File: src/rtl/instr_mem_loader.sv
// Byte-stream loader for the big-endian instruction memory: header, payload, XOR checksum.
// Holds the core in reset until a complete image has been written and verified.
//
// state    | meaning
// S_IDLE   | waiting for start, nothing loaded
// S_HDR_HI | expecting word count bits 15:8
// S_HDR_LO | expecting word count bits 7:0, size check
// S_LOAD   | writing payload bytes to memory
// S_CHK    | expecting checksum byte
// S_DONE   | image loaded and verified, core released
// S_ERR    | image too large or checksum mismatch
module instr_mem_loader #(
    parameter logic [31:0] BASE_ADDR = 32'h0,
    parameter int unsigned MEM_BYTES = 1024
) (
    input  logic        clk_i,
    input  logic        rst_n_i,
    input  logic        start_i,
    input  logic        in_valid_i,
    input  logic [7:0]  in_data_i,
    output logic        in_ready_o,
    output logic        mem_we_o,
    output logic [31:0] mem_addr_o,
    output logic [7:0]  mem_wdata_o,
    output logic [15:0] words_loaded_o,
    output logic        busy_o,
    output logic        done_o,
    output logic        error_o,
    output logic        cpu_rst_n_o
);

    typedef enum logic [2:0] {
        S_IDLE, S_HDR_HI, S_HDR_LO, S_LOAD, S_CHK, S_DONE, S_ERR
    } state_t;

    localparam logic [32:0] ROOM = 33'(MEM_BYTES) - {1'b0, BASE_ADDR};

    state_t      state_q;
    logic [15:0] n_q;
    logic [17:0] off_q;
    logic [7:0]  acc_q;
    logic        in_ready_q, mem_we_q, busy_q, done_q, error_q, cpu_rst_n_q;
    logic [31:0] mem_addr_q;
    logic [7:0]  mem_wdata_q;
    logic [15:0] words_q;

    logic        xfer_d;
    logic [15:0] n_d;
    logic        oversize_d;

    assign xfer_d     = in_valid_i && in_ready_q;
    assign n_d        = {n_q[15:8], in_data_i};
    // 4*N evaluated wide enough that N=16'hFFFF cannot wrap below the room
    assign oversize_d = {15'b0, n_d, 2'b00} > ROOM;

    always_ff @(posedge clk_i) begin
        if (!rst_n_i) begin
            state_q     <= S_IDLE;
            n_q         <= '0;
            off_q       <= '0;
            acc_q       <= '0;
            in_ready_q  <= 1'b0;
            mem_we_q    <= 1'b0;
            mem_addr_q  <= BASE_ADDR;
            mem_wdata_q <= '0;
            words_q     <= '0;
            busy_q      <= 1'b0;
            done_q      <= 1'b0;
            error_q     <= 1'b0;
            cpu_rst_n_q <= 1'b0;
        end else begin
            mem_we_q    <= 1'b0;
            cpu_rst_n_q <= 1'b0;
            case (state_q)
                S_IDLE, S_DONE, S_ERR: begin
                    if (start_i) begin
                        state_q    <= S_HDR_HI;
                        off_q      <= '0;
                        words_q    <= '0;
                        acc_q      <= '0;
                        in_ready_q <= 1'b1;
                        busy_q     <= 1'b1;
                        done_q     <= 1'b0;
                        error_q    <= 1'b0;
                    end else if (state_q == S_DONE) begin
                        cpu_rst_n_q <= 1'b1;
                    end
                end
                S_HDR_HI: begin
                    if (xfer_d) begin
                        n_q[15:8] <= in_data_i;
                        state_q   <= S_HDR_LO;
                    end
                end
                S_HDR_LO: begin
                    if (xfer_d) begin
                        n_q <= n_d;
                        if (oversize_d) begin
                            state_q    <= S_ERR;
                            in_ready_q <= 1'b0;
                            busy_q     <= 1'b0;
                            error_q    <= 1'b1;
                        end else if (n_d == 16'd0) begin
                            state_q <= S_CHK;
                        end else begin
                            state_q <= S_LOAD;
                        end
                    end
                end
                S_LOAD: begin
                    if (xfer_d) begin
                        mem_we_q    <= 1'b1;
                        mem_addr_q  <= BASE_ADDR + 32'(off_q);
                        mem_wdata_q <= in_data_i;
                        acc_q       <= acc_q ^ in_data_i;
                        off_q       <= off_q + 18'd1;
                        if (off_q[1:0] == 2'b11) begin
                            words_q <= words_q + 16'd1;
                        end
                        if (off_q + 18'd1 == {n_q, 2'b00}) begin
                            state_q <= S_CHK;
                        end
                    end
                end
                S_CHK: begin
                    if (xfer_d) begin
                        in_ready_q <= 1'b0;
                        busy_q     <= 1'b0;
                        if (in_data_i == acc_q) begin
                            state_q <= S_DONE;
                            done_q  <= 1'b1;
                        end else begin
                            state_q <= S_ERR;
                            error_q <= 1'b1;
                        end
                    end
                end
                default: begin
                    state_q    <= S_IDLE;
                    in_ready_q <= 1'b0;
                    busy_q     <= 1'b0;
                end
            endcase
        end
    end

    assign in_ready_o     = in_ready_q;
    assign mem_we_o       = mem_we_q;
    assign mem_addr_o     = mem_addr_q;
    assign mem_wdata_o    = mem_wdata_q;
    assign words_loaded_o = words_q;
    assign busy_o         = busy_q;
    assign done_o         = done_q;
    assign error_o        = error_q;
    assign cpu_rst_n_o    = cpu_rst_n_q;

endmodule

File: config.mk
export PLATFORM = sky130hd
export DESIGN_NAME = instr_mem_loader
export DESIGN_NICKNAME = d
export VERILOG_FILES = /design/src/rtl/instr_mem_loader.sv
export SDC_FILE = /design/constraint.sdc
export NUM_CORES = 1
export LEC_CHECK = 0
export CORE_ASPECT_RATIO = 1.25
export CORE_MARGIN = 1
export CORE_UTILIZATION = 40
export DETAILED_ROUTE_END_ITERATION = 8
export GPL_TIMING_DRIVEN = 0
export MAX_ROUTING_LAYER = met4
export PLACE_DENSITY = 0.62
export SYNTH_ARGS = -nofsm -noshare
export SYNTH_HDL_FRONTEND = slang
export SYNTH_SLANG_ARGS = --single-unit
export TNS_END_PERCENT = 50
File: constraint.sdc
create_clock -name clk_i -period 4.1 [get_ports clk_i]
set_input_delay 0.41 -clock clk_i [delete_from_list [all_inputs] [get_ports clk_i]]
set_output_delay 0.41 -clock clk_i [all_outputs]
set_load 0.005 [all_outputs]
== Yosys cells after proc, flatten, opt, wreduce, memory -nomap -nowiden ==
Index checks and enable logic that the tools add are counted.
Cells by class
  add/sub/neg operators: 2
  magnitude comparators: 1
  equal/unequal tests: 19
  multiplexer cells: 38
  bitwise operators: 5
  reduce and logical (&&, ||, !) cells: 19
Operators by type and width (number)
  16-bit 2-to-1 mux: 3
  18-bit 2-to-1 mux: 2
  18-bit one-hot mux with 2 select lines: 1
  16-bit one-hot mux with 2 select lines: 1
  8-bit one-hot mux with 2 select lines: 2
  3-bit 2-to-1 mux: 8
  8-bit 2-to-1 mux: 3
  2-bit != test, second input constant: 10
  18-bit by 1-bit adder with 18-bit output, second input constant: 1
  18-bit == test: 1
  18-bit by 11-bit greater-than comparator with 1-bit output, second input constant: 1
  16-bit by 1-bit adder with 16-bit output, second input constant: 1
  16-bit zero test: 1
  3-bit one-hot mux with 5 select lines: 1
  1-bit 2-to-1 mux: 13
  6-bit AND reduction: 2
  3-bit == test, second input constant: 3
  8-bit == test: 1
  4-bit AND reduction: 2
  8-bit XOR: 1
  3-bit by 2-bit == test with 1-bit output, second input constant: 2
  2-bit AND reduction: 3
  3-bit AND reduction: 2
  3-bit OR reduction: 2
  other kinds (13): 17
Word-level totals
  register bits after elaboration: 92
  input bits: 12
  logic and storage cells: 97

== Logic depth before layout (Yosys ltp) ==
Gate-level depths: netlist (run 1).
  word-level depth: 5
  gate-level depth with buffers: 9

== Least setup slack after synthesis (run 1) ==
Ideal clock, no wire load.
  kind: register to register
  start: register off_q[0]
  end: register state_q[1]
  arrival time: 2.362 ns
  data required time: 4.038 ns
  path slack: 1.676 ns
  cell stages (with the launch flop): 9
  buffers on the path: 0
  path through: dfxtp_1 > ha_1 > nand3_2 > or3_4 > a311oi_1 > a21oi_1 > a2111o_1 > or4_1 > nand3_1
On the way
  cells in the longest elaborated chain, start to end: 4
RTL lines
  start: declaration: RTL line 40  | logic [17:0] off_q;
  start signal: assignment: RTL line 116  | off_q <= off_q + 18'd1;
  18-bit by 1-bit adder with 18-bit output: RTL line 120  | if (off_q + 18'd1 == {n_q, 2'b00}) begin
  18-bit == test: RTL line 120
  2-bit != test (no line)
  6-bit AND reduction (no line)
  end signal: assignment: RTL line 121  | state_q <= S_CHK;
  end signal: assignment: RTL line 130  | state_q <= S_DONE;
  end signal: assignment: RTL line 133  | state_q <= S_ERR;
  end: declaration: RTL line 38  | state_t state_q;
No other way between the ends.
A chain may end at the register's enable or synchronous reset.

== Worst setup path in the final report (run 1) ==
  start: register off_q[0]
  end: register state_q[0]
Same word-level chain as after synthesis.

==> out/metrics.csv, run 1 <==
stage;metric;value;unit
power_and_ir_drop;sequential share of power;42.9;%
placement;post-DP HPWL;10400;um
sta;final hold violation count;0;
synth;Seq cells post-synth;92;
power_and_ir_drop;Net Switching;0.000679;W
routing;Pre-Repair DR Iteration Count;5;
layout;Syn-to-layout area delta;23.0;%
floorplanning;# rows;44;
clocking;Inserted Clock Buffers;9;
sta;final setup TNS;0;ns
synth;Gate Count Post-Synth;623;
grt;first-pass GRT wire length;23400;um
grt;initial antenna violation count;0;
min_path;Worst Hold End;mem_wdata_o[4];
routing;detailed router's first-iteration violation count;319;
layout;commonest cells after routing, fill and taps aside;nand2_1, dfxtp_1, nor2_1;
routing;Antenna Nets Post-Route;0;
power_and_ir_drop;switching part of the total power;31.2;%
routing;Post-Route WL;14100;um
synth;mux cell area share after synthesis;3.74;%
setup_path;Crit. End Element;flop;
synth;register area share after synthesis;38.2;%
min_path;worst min path class;flop to flop;
synth;Avg Inst Size Synth;7.74;um^2
setup_path;crit path launch type;flop;
clocking;Setup Buffers After CTS;0;
setup_path;R2R Path Start;off_q[0];
clocking;CTS tree;done;
routing;DR vias;4729;
routing;post-DR vias/cell;5.44;
synth;synthesized-area fraction occupied by adder cells;0.519;%
min_path;hold path depth;2;
sta;clk_skew;0.00954;ns
layout;commonest non-fill, non-tap cell in the layout;nand2_1;
layout;share of cells above drive strength 1;7.76;%
layout;post-route insts no fill;870;
setup_path;WP data required;4.31;ns
placement;IO buf count;57;
grt;GRT Resource Usage Total;24.7;%
power_and_ir_drop;PwrDens;367;mW/mm^2
sta;fmax;328;MHz
power_and_ir_drop;leakage power;2.22;nW
sta;Slew Limit Headroom;43.2;%
synth;area leader, netlist;dfxtp_1;
clocking;Root Buffer;clkbuf_16;
status;status;completed;
floorplanning;Core Region;0.0117;mm^2
grt;Overflow after GRT;0;
setup_path;reg2reg end;state_q[0];
setup_path;R2R cell count;8;
grt;largest net degree at the start of global routing;19;
synth;largest family of logic cells by synthesized area;simple AND/OR/NAND/NOR gates;
floorplanning;die height;125;um
setup_path;Crit Path Max Fanout;10;
power_and_ir_drop;combinational power share;19.7;%
synth;post-synth top area share;38.2;%
clocking;maximum root-to-sink buffer count;2;
synth;ys async rst share;0;%
power_and_ir_drop;Pint;0.00150;W
sta;RSZ-0062 raised after global routing;no;
min_path;hold path start;mem_wdata_o[4];
synth;ys flop type;dfxtp_1;
setup_path;WS Path Type;flop to flop;
routing;Residual DRC;0;
power_and_ir_drop;maximum vdd drop;0.000231;V
power_and_ir_drop;total power;0.00218;W
layout;Antenna Cells;0;
synth;Post-synth EDFFs;0;
placement;Inst Count DP;854;
synth;synth unique cells;68;
clocking;Clk pin slew, worst setup/hold paths;0.07;ns
sta;Slew @ Worst Pin;0.848;ns
synth;ranking of synthesized cells by area;dfxtp_1, nand2_1, a21oi_1;
sta;max-slew violations;0;
synth;Synth Cell Area;0.00482;mm^2
sta;Tcrit/Tclk final;74.3;%
clocking;CTS H-tree depth;3;
job;max-cap viol count;0;
synth;XOR/XNOR Fraction of Synth Area;6.17;%
synth;Compound-Gate Fraction of Synth Area;16.6;%
clocking;CTS sink count;92;
floorplanning;die width;100;um
grt;vias in the first global route;4575;
synth;synth warn;0;
placement;routability cong.;0.940;
sta;Min Hold Slack;0.453;ns
floorplanning;DIE AREA;0.0125;mm^2
floorplanning;initial cell density of the core;41.3;%
power_and_ir_drop;Clock power frac;37.5;%
setup_path;WP data arrival;3.25;ns
sta;Setup-failing EPs final;0;
setup_path;worst reg-to-reg setup slack;1.06;ns
layout;FILL cells;1192;
synth;simple-gate share of the synthesized area;28.0;%
clocking;hold buffer count at CTS;0;
floorplanning;IO Pins;74;
clocking;CTS resizes;0;
layout;post-layout util;50.8;%
layout;nets;718;
clocking;latest clock arrival within the worst-skew pair;0.35;ns
sta;post-layout minimum cycle time;3.05;ns
routing;Avg WL per Cell;16.2;um
worst max-delay path: stages (launching register included):
cell and delay, ns:
dfxtp_1 0.43, ha_1 0.38, nand3_2 0.27, nor4_2 0.48, o311ai_1 0.17, nor4_1 0.39
nand4b_1 0.19, nor3_1 0.42, a21boi_0 0.17
how the worst max path moves through the flow:
stage | from | endpoint | slack, ns | cells after the start
floorplan | off_q[0] | state_q[1] | 1.68 | 8
global placement | state_q[1] | mem_addr_o[17] | 1.16 | 8
detailed placement | off_q[0] | state_q[0] | 1.16 | 8
CTS | off_q[0] | state_q[0] | 1.15 | 8
global route | off_q[0] | state_q[0] | 0.88 | 8
finish | off_q[0] | state_q[0] | 1.06 | 8
cells in the mapped netlist, drive strengths merged (10+ instances only):
cell type	count
nand2	95
dfxtp	92
nor2	79
a21oi	62
o21ai	34
clkbuf	28
buf	27
xnor2	22
mux2i	18
nand3	15
nand4	15
nor3	13
xor2	12
and3	11
inv	10
metrics by stage:
| stage | setup WS, ns | area [um^2] |
|---|---|---|
| 2_1_floorplan | 1.68 | 4870 |
| 3_3_place_gp | 1.16 | 5640 |
| 3_5_place_dp | 1.16 | 5640 |
| 4_1_cts | 1.15 | 5930 |
| 5_1_grt | 0.884 | 5930 |
| 6_report | 1.06 | 5930 |
power by group through the flow:
stage	clock (W)	sequential, W	combinational, W
finish	0.000816	0.000933	0.000428
global route	0.000884	0.000936	0.000479
CTS	0.000840	0.000933	0.000421
detailed placement	0	0.000954	0.000419
global placement	0	0.000953	0.000418
floorplan	0	0.000949	0.000294
sequential cells by signal, summed over array words and instances, names as in the netlist:
signal and cells:
error_o 1, mem_wdata_o 8, done_o 1, words_loaded_o 16, off_q 18, mem_addr_o 18
state_q 3, n_q 16, mem_we_o 1, cpu_rst_n_o 1, busy_o 1, acc_q 8
per-layer routing:
layer,global-route usage [%],routed length [um]
met1,30.3,6060
met3,3.70,692
met5,-,0
met4,14.9,695
met2,38.0,6620
cell families (layout without fill, tap and decap cells):
family / Yosys count / count (layout)
buffers and inverters: 66 / 139
muxes: 18 / 18
xor gates and xnor gates: 34 / 34
other: 1 / 14
adders and majority gates: 2 / 2
AOI/OAI and AO/OA: 134 / 134
and+or+nand+nor: 276 / 276
DFF: 92 / 92
area by class of cell:
type                    count  area, um^2  share of cell area (%)
plain buffers              55         284                    4.79
clock buffers               9         225                    3.80
clock inverters             7        65.1                    1.10
inverters                  11        41.3                   0.696
multi-input cells         478        2710                    45.6
flip-flops and latches     92        1840                    31.0
well taps                 161         201                    3.39
repair buffers             57         571                    9.61
No activity file was read; power rests on OpenSTA's default activity.
==> run 2, diff against run 1 <==
clock period = 3.1 ns   (was 4.1 ns; I/O delays follow)
==> run 2 against run 1 <==
Compared with the run above: power grew 32%; clock power rose by 32%; core utilization is 0.11 points higher; critical path depth unchanged; non-clock buffer count is the same; routed wire length barely moved; sequential power increased by 32%; largest power group unchanged; highest routed layer unchanged.
==> out/metrics.csv, run 2 (synthesis gave the netlist of run 1 again) <==
stage;metric;value;unit;change
floorplanning;DIE AREA;0.0125;mm^2;unchanged
sta;RSZ-0062 raised after global routing;no;;
power_and_ir_drop;leakage power;2.24;nW;+0.77%
layout;commonest cells after routing, fill and taps aside;nand2_1, dfxtp_1, nor2_1;;
clocking;Inserted Clock Buffers;9;;unchanged
clocking;latest clock arrival within the worst-skew pair;0.35;ns;about the same
setup_path;reg2reg end;state_q[0];;
layout;share of cells above drive strength 1;8.04;%;+0.28 points
status;status;completed;;
layout;post-route insts no fill;870;;unchanged
setup_path;Crit Path Max Fanout;7;;-3
routing;Pre-Repair DR Iteration Count;5;;unchanged
grt;initial antenna violation count;0;;unchanged
sta;fmax;344;MHz;+4.6%
floorplanning;die height;125;um;unchanged
layout;commonest non-fill, non-tap cell in the layout;nand2_1;;
placement;IO buf count;57;;unchanged
setup_path;worst-path cell chain;ha_2, and3_1, nand4_1, a32o_2, nor4_1, nand4b_1, nor3_1, a21boi_0;;
routing;detailed router's first-iteration violation count;291;;-8.8%
sta;post-layout minimum cycle time;2.91;ns;-0.135 ns
setup_path;worst reg-to-reg setup slack;0.19;ns;-0.87 ns
clocking;CTS H-tree depth;3;;unchanged
clocking;Root Buffer;clkbuf_16;;
layout;Antenna Cells;0;;unchanged
routing;Avg WL per Cell;16.2;um;about the same
grt;first-pass GRT wire length;23400;um;unchanged
layout;Syn-to-layout area delta;23.3;%;
routing;Post-Route WL;14100;um;about the same
layout;nets;718;;unchanged
floorplanning;initial cell density of the core;41.3;%;unchanged
sta;Setup-failing EPs final;0;;unchanged
placement;Inst Count DP;854;;unchanged
grt;Overflow after GRT;0;;unchanged
clocking;Clk pin slew, worst setup/hold paths;0.07;ns;about the same
routing;Antenna Nets Post-Route;0;;unchanged
clocking;maximum root-to-sink buffer count;2;;unchanged
setup_path;crit path launch type;flop;;
job;max-cap viol count;0;;unchanged
grt;vias in the first global route;4575;;unchanged
routing;Residual DRC;0;;unchanged
routing;DR vias;4715;;-0.30%
setup_path;R2R Path Start;off_q[0];;
min_path;Worst Hold End;mem_wdata_o[4];;
min_path;hold path start;mem_wdata_o[4];;
sta;clk_skew;0.00677;ns;-0.00277 ns
sta;Slew Limit Headroom;43.4;%;+0.21 points
floorplanning;die width;100;um;unchanged
grt;largest net degree at the start of global routing;19;;unchanged
clocking;hold buffer count at CTS;0;;unchanged
clocking;CTS sink count;92;;unchanged
min_path;worst min path class;flop to flop;;
clocking;CTS tree;done;;
setup_path;WP data arrival;3.11;ns;-0.14 ns
setup_path;WS Path Type;flop to flop;;
setup_path;critical path's largest stage delay;0.44;ns;-0.04 ns
setup_path;WP data required;3.30;ns;-1.01 ns
floorplanning;Core Region;0.0117;mm^2;unchanged
grt;GRT Resource Usage Total;24.7;%;unchanged
setup_path;Crit. End Element;flop;;
sta;final hold violation count;0;;unchanged
placement;routability cong.;0.940;;unchanged
setup_path;CP max stage cell;dfxtp_1;;
sta;max-slew violations;0;;unchanged
power_and_ir_drop;maximum vdd drop;0.000303;V;+31%
sta;Slew @ Worst Pin;0.845;ns;-0.00321 ns
sta;final setup TNS;0;ns;unchanged
setup_path;R2R cell count;8;;unchanged
placement;post-DP HPWL;10400;um;unchanged
min_path;hold path depth;2;;unchanged
floorplanning;IO Pins;74;;unchanged
routing;post-DR vias/cell;5.42;;-0.30%
sta;Tcrit/Tclk final;93.9;%;+20 points
floorplanning;# rows;44;;unchanged
power_and_ir_drop;PwrDens;484;mW/mm^2;+32%
run 2: cell count changes in the layout (fill, tap and decap cells not counted):
cell	before	now
clkbuf_1	28	27
nor4_4	0	1
clkbuf_2	0	1
ha_2	0	1
ha_1	2	1
nor4_2	1	0
run 2: worst max path at each step:
stage	from	end	cells past startpoint
floorplan	off_q[0]	state_q[1]	8
global placement	state_q[1]	mem_addr_o[17]	8
detailed placement	off_q[0]	state_q[0]	8
CTS	off_q[0]	state_q[0]	8
global route	off_q[0]	state_q[0]	8
finish	off_q[0]	state_q[0]	8
run 2: area by class of cell:
cell class              instances  area (um^2)
well taps                     161          201
inverters                      11         41.3
clock buffers                   9          225
clock inverters                 7         65.1
multi-input cells             478         2720
repair buffers                 57          571
fillers                      1191         5720
flip-flops and latches         92         1840
plain buffers                  55          285
run 2: worst max-delay path, delay by kind of cell, from the launching register on:
kind	cells	cell delay (ns)
simple gates	5	1.50
compound gates	2	0.51
flops	1	0.44
fa+ha+maj	1	0.32
run 2: per-layer routing:
layer | vias to the layer above | global-route usage (%) | routed length (um)
li1 | 2320 | - | -
met1 | 2207 | 30.3 | 6140
met2 | 146 | 38.0 | 6550
met3 | 42 | 3.70 | 633
met4 | 0 | 14.9 | 762
met5 | - | - | 0
run 2: metrics by stage:
step / instance area, um^2 / util [%] / power, W / setup WS (ns) / hold WS [ns]
after floorplan: 4870 / - / 0.00164 / 0.676 / 0.446
after global placement: 5640 / 48.4 / 0.00181 / 0.164 / 0.445
after detailed placement: 5640 / 48.4 / 0.00182 / 0.164 / 0.449
after CTS: 5930 / 50.8 / 0.00290 / 0.152 / 0.455
after global routing: 5950 / 51.0 / 0.00304 / 0.0402 / 0.474
final: 5950 / 51.0 / 0.00288 / 0.190 / 0.453
run 2: what timing repair did:
item / in CTS / in global routing
setup buffers: 0 / 0
endpoints found under the setup margin: 0 / 12
gates resized for setup: 0 / 4
run 2: power by group:
part / total [W] / switching, W / internal, W / leakage, nW
logic: 0.000565 / 0.000359 / 0.000206 / 1.35
registers: 0.00123 / 0.0000240 / 0.00121 / 0.742
clock network: 0.00108 / 0.000513 / 0.000565 / 0.141
total: 0.00288 / 0.000896 / 0.00198 / 2.24
==> run 3, diff against run 2 <==
REMOVE_ABC_BUFFERS = 1   (was default)
==> run 3 against run 2 <==
Compared with the run above: combinational power shrank 16%; sequential cell count is the same; routed wire length shrank 16%; die area is the same; non-clock buffer count shrank 52; register-to-register slack is essentially flat; clock power is essentially flat; power shrank 0.63%; clock skew grew 0.0020 ns; core utilization shrank 2.0 points; hold slack is essentially flat; largest cell class unchanged; largest power group unchanged; highest routed layer unchanged.
==> out/metrics.csv, run 3 (synthesis gave the netlist of run 1 again) <==
stage;metric;value;unit;change
routing;DR vias;4393;;-6.8%
floorplanning;IO Pins;74;;unchanged
routing;Residual DRC;0;;unchanged
status;status;completed;;
clocking;maximum root-to-sink buffer count;2;;unchanged
routing;post-DR vias/cell;5.38;;-0.66%
floorplanning;Core Region;0.0117;mm^2;unchanged
grt;vias in the first global route;4030;;-12%
placement;post-DP HPWL;8060;um;-22%
grt;M1 GR Usage;25.2;%;-5.0 points
sta;clk_skew;0.00876;ns;+0.00199 ns
setup_path;Crit. End Element;flop;;
clocking;CTS H-tree depth;3;;unchanged
setup_path;WS Path Type;flop to flop;;
power_and_ir_drop;maximum vdd drop;0.000299;V;-1.2%
layout;commonest cells after routing, fill and taps aside;nand2_1, dfxtp_1, nor2_1;;
setup_path;crit path launch type;flop;;
sta;max-slew violations;0;;unchanged
layout;nets;666;;-7.2%
sta;Slew @ Worst Pin;1.24;ns;+0.391 ns
grt;Overflow after GRT;0;;unchanged
clocking;latest clock arrival within the worst-skew pair;0.34;ns;about the same
sta;RSZ-0062 raised after global routing;no;;
power_and_ir_drop;total power;0.00286;W;-0.63%
layout;commonest non-fill, non-tap cell in the layout;nand2_1;;
setup_path;WP data required;3.38;ns;+0.08 ns
grt;largest net degree at the start of global routing;74;;+55
setup_path;WP data arrival;3.19;ns;+0.08 ns
clocking;CTS tree;done;;
placement;routability cong.;0.878;;-6.6%
placement;IO buf count;59;;+3.5%
setup_path;CP Buf/Inv Count;0;;unchanged
clocking;CTS sink count;92;;unchanged
sta;fmax;344;MHz;+0.15%
setup_path;CP max stage cell;dfxtp_1;;
sta;final hold violation count;0;;unchanged
layout;post-layout util;48.9;%;-2.0 points
layout;share of cells above drive strength 1;4.43;%;-3.6 points
routing;Avg WL per Cell;14.4;um;-11%
power_and_ir_drop;leakage power;2.08;nW;-6.9%
min_path;worst min path class;flop to flop;;
grt;met3 Usage GRT;3.54;%;-0.17 points
grt;first-pass GRT wire length;19800;um;-16%
setup_path;Largest delay share family, worst path;simple AND/OR/NAND/NOR gates;;
layout;final instance area;0.00571;mm^2;-4.0%
sta;Setup-failing EPs final;0;;unchanged
sta;Tcrit/Tclk final;93.7;%;-0.14 points
clocking;Clk pin slew, worst setup/hold paths;0.06;ns;about the same
clocking;Inserted Clock Buffers;9;;unchanged
layout;Syn-to-layout area delta;18.4;%;
job;max-cap viol count;0;;unchanged
clocking;Setup Buffers After CTS;0;;unchanged
clocking;hold buffer count at CTS;0;;unchanged
grt;initial antenna violation count;0;;unchanged
routing;Antenna Nets Post-Route;0;;unchanged
clocking;CTS resizes;0;;unchanged
sta;post-layout minimum cycle time;2.91;ns;-0.00434 ns
sta;Slew Limit Headroom;17.6;%;-26 points
grt;GRT Resource Usage Total;20.1;%;-4.6 points
floorplanning;# rows;44;;unchanged
floorplanning;die height;125;um;unchanged
power_and_ir_drop;PwrDens;501;mW/mm^2;+3.5%
floorplanning;DIE AREA;0.0125;mm^2;unchanged
floorplanning;die width;100;um;unchanged
placement;Cell Area, Placed;0.00541;mm^2;-4.1%
setup_path;worst-path cell chain;and4_1, nand3_4, or3_1, xnor2_1, a2111o_1, or4_1, nand3_1;;
layout;Antenna Cells;0;;unchanged
sta;final setup TNS;0;ns;unchanged
grt;GR peak layer;met2;;
sta;Min Hold Slack;0.454;ns;+0.000142 ns
clocking;Root Buffer;clkbuf_16;;
routing;detailed router's first-iteration violation count;179;;-38%
floorplanning;initial cell density of the core;41.3;%;unchanged
setup_path;Crit Path Max Fanout;12;;+5
setup_path;critical path's largest stage delay;0.57;ns;+0.13 ns
routing;Post-Route WL;11800;um;-16%
routing;Pre-Repair DR Iteration Count;6;;+1
grt;M2 GR Usage;32.0;%;-5.9 points
-- run 3: final timing paths --
kind,slack (ns),start,cells after the start,to
hold reg to reg,0.45,mem_addr_o[9],2,mem_addr_o[9]
setup / recovery,0.19,off_q[2],7,state_q[1]
setup reg to reg,0.19,off_q[2],7,state_q[1]
hold / removal,0.45,mem_addr_o[9],2,mem_addr_o[9]
-- run 3: power by group --
part | internal, W | switching, W | leakage (nW)
combinational | 0.000180 | 0.000292 | 1.20
clock | 0.000659 | 0.000446 | 0.145
sequential | 0.00121 | 0.0000708 | 0.742
-- run 3: final cells by class --
| class | instances | area (um^2) |
|---|---|---|
| Fill cell | 1179 | 5960 |
| Multi-Input combinational cell | 478 | 2720 |
| Sequential cell | 92 | 1840 |
| Timing Repair Buffer | 60 | 611 |
| Tap cell | 161 | 201 |
| Clock inverter | 2 | 35.0 |
| Clock buffer | 12 | 256 |
| Inverter | 11 | 41.3 |
-- run 3: worst reg2reg max path, stage by stage, from the launching register on --
cell,delay [ns]
dfxtp_1,0.57
and4_1,0.42
nand3_4,0.17
or3_1,0.45
xnor2_1,0.15
a2111o_1,0.45
or4_1,0.54
nand3_1,0.09
-- run 3: routing by layer --
| metal | vias up | wire [um] | share of wire, % |
|---|---|---|---|
| met3 | 22 | 402 | 3.4 |
| met5 | - | 0 | 0 |
| met2 | 116 | 5710 | 49 |
| li1 | 2211 | - | - |
| met4 | 0 | 247 | 2.1 |
| met1 | 2044 | 5400 | 46 |
-- run 3: per-stage QoR --
step                      cells  setup WS [ns]
after CTS                   816         0.0742
after global placement      801         -0.872
after global routing        816         0.0111
after floorplan             581          0.378
after detailed placement    802         0.0863
final                       816          0.194
